[config.mk]
export PLATFORM = sky130hd
export DESIGN_NAME = if_id_stage
export DESIGN_NICKNAME = d
export VERILOG_FILES = /design/src/rtl/if_id_stage_pkg.sv /design/src/rtl/if_id_stage_pipe_reg.sv /design/src/rtl/if_id_stage.sv
export SDC_FILE = /design/constraint.sdc
export NUM_CORES = 1
export LEC_CHECK = 0
export ABC_CLOCK_PERIOD_IN_PS = 5670
export CORE_ASPECT_RATIO = 1.2
export CORE_UTILIZATION = 45
export DETAILED_ROUTE_END_ITERATION = 7
export GPL_TIMING_DRIVEN = 0
export PLACE_DENSITY_LB_ADDON = 0.1
export SLEW_MARGIN = 10
export SYNTH_ARGS = -nofsm -noshare
export SYNTH_HDL_FRONTEND = slang
export SYNTH_SLANG_ARGS = --single-unit
[constraint.sdc]
create_clock -name clk -period 5.67 [get_ports clk]
set_input_delay 0.567 -clock clk [delete_from_list [all_inputs] [get_ports clk]]
set_output_delay 0.567 -clock clk [all_outputs]
set_load 0.02 [all_outputs]
[src/rtl/if_id_stage_pkg.sv]
// Shared core definitions for the fetch stage.
// Widths, NOP encoding and fetch-FSM states.
package if_id_stage_pkg;
  localparam int DEF_PC_WIDTH    = 8;
  localparam int DEF_INSTR_WIDTH = 16;

  localparam logic [DEF_INSTR_WIDTH-1:0] NOP = '0;

  typedef enum logic [1:0] {
    FETCH    = 2'd0,
    STALLED  = 2'd1,
    REDIRECT = 2'd2
  } fetch_state_t;
endpackage

[src/rtl/if_id_stage_pipe_reg.sv]
// Pipeline register with sync reset, sync clear
// and load enable.
module pipe_reg #(
  parameter int              W    = 8,
  parameter logic [W-1:0]    INIT = '0
) (
  input  logic         clk,
  input  logic         reset,
  input  logic         clr,
  input  logic         en,
  input  logic [W-1:0] d,
  output logic [W-1:0] q
);
  logic [W-1:0] r_q;

  always_ff @(posedge clk) begin
    if (reset)    r_q <= INIT;
    else if (clr) r_q <= INIT;
    else if (en)  r_q <= d;
  end

  assign q = r_q;
endmodule

[src/rtl/if_id_stage.sv]
// Fetch stage: PC, IF/ID register, redirect
// handling and saturating debug counters.
module if_id_stage
  import if_id_stage_pkg::*;
#(
  parameter int PC_WIDTH    = DEF_PC_WIDTH,
  parameter int INSTR_WIDTH = DEF_INSTR_WIDTH,
  parameter int CNT_WIDTH   = 16
) (
  input  logic                   clk,
  input  logic                   reset,
  input  logic                   pc_write,
  input  logic                   ifid_write,
  input  logic                   branch_taken,
  input  logic [PC_WIDTH-1:0]    branch_target,
  output logic [PC_WIDTH-1:0]    imem_addr,
  input  logic [INSTR_WIDTH-1:0] imem_data,
  output logic [INSTR_WIDTH-1:0] ifid_instr,
  output logic [PC_WIDTH-1:0]    ifid_pc_plus1,
  output logic                   ifid_valid,
  output logic [CNT_WIDTH-1:0]   stall_count,
  output logic [CNT_WIDTH-1:0]   flush_count
);
  logic [PC_WIDTH-1:0]  r_pc;
  logic [PC_WIDTH-1:0]  w_pc_plus1;
  logic [CNT_WIDTH-1:0] r_stall_cnt;
  logic [CNT_WIDTH-1:0] r_flush_cnt;
  logic                 w_stall;
  logic                 w_flush;
  fetch_state_t         r_state;
  fetch_state_t         w_next;

  assign w_pc_plus1 = r_pc + PC_WIDTH'(1);
  assign w_stall    = ~pc_write | ~ifid_write;
  assign w_flush    = branch_taken;

  always_ff @(posedge clk) begin
    if (reset)        r_pc <= '0;
    else if (w_flush) r_pc <= branch_target;
    else if (pc_write) r_pc <= w_pc_plus1;
  end

  // Flush dominates stall; state only records the last edge's event.
  always_comb begin
    w_next = FETCH;
    unique case (r_state)
      FETCH, STALLED, REDIRECT: begin
        if (w_flush)      w_next = REDIRECT;
        else if (w_stall) w_next = STALLED;
      end
      default: w_next = FETCH;
    endcase
  end

  always_ff @(posedge clk) begin
    if (reset) r_state <= FETCH;
    else       r_state <= w_next;
  end

  always_ff @(posedge clk) begin
    if (reset) begin
      r_stall_cnt <= '0;
      r_flush_cnt <= '0;
    end else begin
      if (w_next == STALLED && r_stall_cnt != '1)
        r_stall_cnt <= r_stall_cnt + CNT_WIDTH'(1);
      if (w_next == REDIRECT && r_flush_cnt != '1)
        r_flush_cnt <= r_flush_cnt + CNT_WIDTH'(1);
    end
  end

  pipe_reg #(
    .W(INSTR_WIDTH), .INIT(INSTR_WIDTH'(NOP))
  ) u_instr (
    .clk(clk), .reset(reset), .clr(w_flush),
    .en(ifid_write), .d(imem_data), .q(ifid_instr)
  );

  pipe_reg #(.W(PC_WIDTH), .INIT('0)) u_pc1 (
    .clk(clk), .reset(reset), .clr(w_flush),
    .en(ifid_write), .d(w_pc_plus1), .q(ifid_pc_plus1)
  );

  pipe_reg #(.W(1), .INIT(1'b0)) u_valid (
    .clk(clk), .reset(reset), .clr(w_flush),
    .en(ifid_write), .d(1'b1), .q(ifid_valid)
  );

  assign imem_addr   = r_pc;
  assign stall_count = r_stall_cnt;
  assign flush_count = r_flush_cnt;
endmodule

==> results.py <==
metrics = {
    "cells_and_area": {
        "fillers": 592,
        "drive_above_1_share_pct": 6.75,
        "multi_input_area_mm2": 0.00165,
        "n_antenna_cell": 0,
        "seqCellArea_mm2": 0.00134,
        "syn_to_final_growth_pct": 38.1,
        "nets": 487,
    },
    "timing": {
        "worst_slack_ns": 3.38,
        "max_slew.worst_pin.slew_ns": 0.679,
        "max_freq_ghz": 0.437,
        "final-max-slew-violation-count": 0,
        "period_minus_slack_ns": 2.29,
        "rsz0062_at_grt": "no",
        "max_slew_margin_pct": 54.7,
        "setup_viol": 0,
        "period_share_pct": 40.4,
        "tns_ns": 0,
        "fin_worst_skew_ns": 0.00784,
        "hold_viol": 0,
    },
    "global_route": {
        "grtUsageMet3_pct": 4.10,
        "grt_max_degree": 12,
        "busiest_layer": "met2",
        "grt.met2_usage_pct": 38.7,
        "grt_usage_pct": 22.1,
        "use_met1_pct": 26.4,
        "grt_overflow": 0,
        "grt_pass1_wl_mm": 12.9,
        "antenna_found_initial": 0,
        "grt_pass1_vias": 2856,
    },
    "cts": {
        "cts_root_buffer": "clkbuf_8",
        "clock_latency_ns": 0.34,
        "post-cts-setup-buffers": 0,
        "cts.sinks": 67,
        "hold_buffers": 0,
        "cts_resized": 0,
        "cts.htree.levels": 3,
        "cts_tree": "done",
        "numCtsBuffers": 9,
        "clock_tree.buffer_depth": 2,
        "path_clk_slew_ns": 0.07,
    },
    "floorplanning": {
        "start_util_pct": 47.6,
        "die_h_um": 93.3,
        "rows": 32,
        "die_area_mm2": 0.00729,
        "io_pins": 94,
        "dieWidth_um": 78.1,
        "core_area_mm2": 0.00657,
    },
    "drt": {
        "num_vias": 3010,
        "drc": 0,
        "wl_mm": 7.76,
        "via_per_inst": 5.53,
        "wire_per_inst_um": 14.3,
        "drt_iter0_drc": 116,
        "firstDrtPassIters": 4,
        "drt.antenna.violating_nets": 0,
    },
    "synthesis": {
        "synthCells": 354,
        "yosysMostFrequentCell": "dfxtp_1",
        "synth_commonest_cells": "67 x dfxtp_1, 47 x nor2_1, 26 x a21oi_1",
        "synth_edf_count": 0,
        "synthDistinctLibCells": 46,
        "syn-cell-area_mm2": 0.00313,
        "synth_nets": 386,
        "synthArstFlopShare_pct": 0,
        "yosys.area.top_type": "dfxtp_1",
        "synth_top_area_share_pct": 42.9,
        "synth.area.top_cells": "dfxtp_1 43%, mux2i_1 7.0%, nor2_1 5.6%",
        "synth.avg_cell_area_um2": 8.83,
        "yosys_warnings": 0,
        "synthFlopType": "dfxtp_1",
        "ys_ff_latch": 67,
        "yosysSeqAreaShare_pct": 42.9,
    },
    "power": {
        "p_leak_nw": 1.51,
        "ir_worst_vdd_mv": 0.121,
        "power_density_mw_per_mm2": 229,
    },
    "critical_path": {
        "worst-setup-path-type": "reg2reg",
        "arrival_ns": 2.49,
        "cp-end-kind": "register",
        "crit_required_ns": 5.87,
        "critical_path.startpoint_type": "register",
        "cp_max_fo": 10,
    },
    "placed_design": {
        "place_ws_ns": 3.26,
        "gp_congestion": 0.851,
        "io_buffer_count": 90,
        "post-dp-hpwl_mm": 5.59,
    },
    "status": {
        "status": "finished clean",
    },
    "worst_hold_path": {
        "hp-class": "reg2reg",
    },
    "job": {
        "drv_cap": 0,
    },
}
-- sequential cells by signal, indices dropped and copies added, names as in the netlist --
register	cells
flush_count	16
imem_addr	8
r_state	2
stall_count	16
u_instr.q	16
u_pc1.q	8
u_valid.q	1
-- through the flow --
stage	power (mW)	cells	utilization, %	instance area, um2	hold slack [ns]
after CTS	0.998	544	65.7	4320	0.473
after floorplan	0.568	354	-	3130	0.542
after detailed placement	0.625	529	63.0	4130	0.462
after global routing	1.03	544	65.7	4320	0.490
final	0.989	544	65.7	4320	0.471
after global placement	0.622	529	63.0	4130	0.454
-- power by group --
group / switching, mW / internal [mW]
Sequential: 0.0117 / 0.484
Combinational: 0.0602 / 0.0587
Clock: 0.176 / 0.199
Total: 0.248 / 0.741
-- worst paths after layout --
path / cells after the start / from / to / slack, ns
min reg2reg: 2 / u_valid.q$_SDFFE_PP0P_ / u_valid.q$_SDFFE_PP0P_ / 0.47
max: 7 / stall_count[0]$_SDFFE_PP0P_ / stall_count[1]$_SDFFE_PP0P_ / 3.38
max reg2reg: 7 / stall_count[0]$_SDFFE_PP0P_ / stall_count[1]$_SDFFE_PP0P_ / 3.38
min: 2 / u_valid.q$_SDFFE_PP0P_ / u_valid.q$_SDFFE_PP0P_ / 0.47
-- final cells by class --
| cell class | count | share of cell area [%] |
|---|---|---|
| sequential | 67 | 31.1 |
| clock inverter | 5 | 1.28 |
| multi-input combinational | 256 | 38.3 |
| tap | 85 | 2.46 |
| clock buffer | 10 | 2.96 |
| inverter | 7 | 0.609 |
| timing repair buffer | 90 | 20.9 |
| buffer | 24 | 2.43 |
-- cells by family (layout without fill, tap and decap cells) --
family / after synthesis / in the layout / synth area share (%)
multiplexers: 29 / 29 / 9.56
AO/OA/AOI/OAI: 66 / 66 / 13.5
flip-flops: 67 / 67 / 42.9
XOR/XNOR: 10 / 10 / 2.80
AND/OR/NAND/NOR: 148 / 148 / 25.9
adder cells (fa/ha/maj): 3 / 3 / 1.20
buffers and inverters: 31 / 136 / 4.20
-- cells in the final DEF, fill, tap and decap left out, types with 2 or more instances in the layout --
cell type | Yosys | layout
a211oi_1 | 4 | 4
a21oi_1 | 26 | 26
a311oi_1 | 2 | 2
and3_1 | 6 | 6
and4_1 | 2 | 2
buf_1 | 2 | 2
buf_2 | 3 | 3
clkbuf_1 | 17 | 18
clkbuf_8 | 0 | 9
clkdlybuf4s50_1 | 0 | 90
clkinv_2 | 0 | 2
clkinvlp_4 | 0 | 2
dfxtp_1 | 67 | 67
ha_1 | 3 | 3
inv_1 | 7 | 7
mux2_2 | 6 | 6
mux2i_1 | 22 | 22
nand2_1 | 14 | 14
nand3_1 | 12 | 12
nand3b_1 | 2 | 2
nand4_1 | 14 | 14
nor2_1 | 47 | 47
nor2b_1 | 7 | 7
nor3_1 | 7 | 7
nor4_1 | 7 | 7
o21a_1 | 2 | 2
o21ai_0 | 9 | 9
o21bai_1 | 2 | 2
o31ai_1 | 15 | 15
or3_1 | 9 | 9
or4_1 | 13 | 13
xnor2_1 | 6 | 6
xor2_1 | 4 | 4
-- worst max-delay path, stage by stage, from the launching register on --
cell and delay, ns:
dfxtp_1 0.41, ha_1 0.21, nand4_1 0.20, nor4_1 0.49, clkbuf_1 0.35, buf_2 0.29, nand3b_1 0.14, a21oi_1 0.06
-- layer usage --
layer | routed length [um] | share of wire (%) | up-vias
met2 | 3720 | 48 | 95
met3 | 444 | 5.7 | 9
li1 | - | - | 1491
met4 | 109 | 1.4 | 0
met1 | 3480 | 45 | 1415
met5 | 0 | 0 | -
Power figures use the tool's default switching activity.
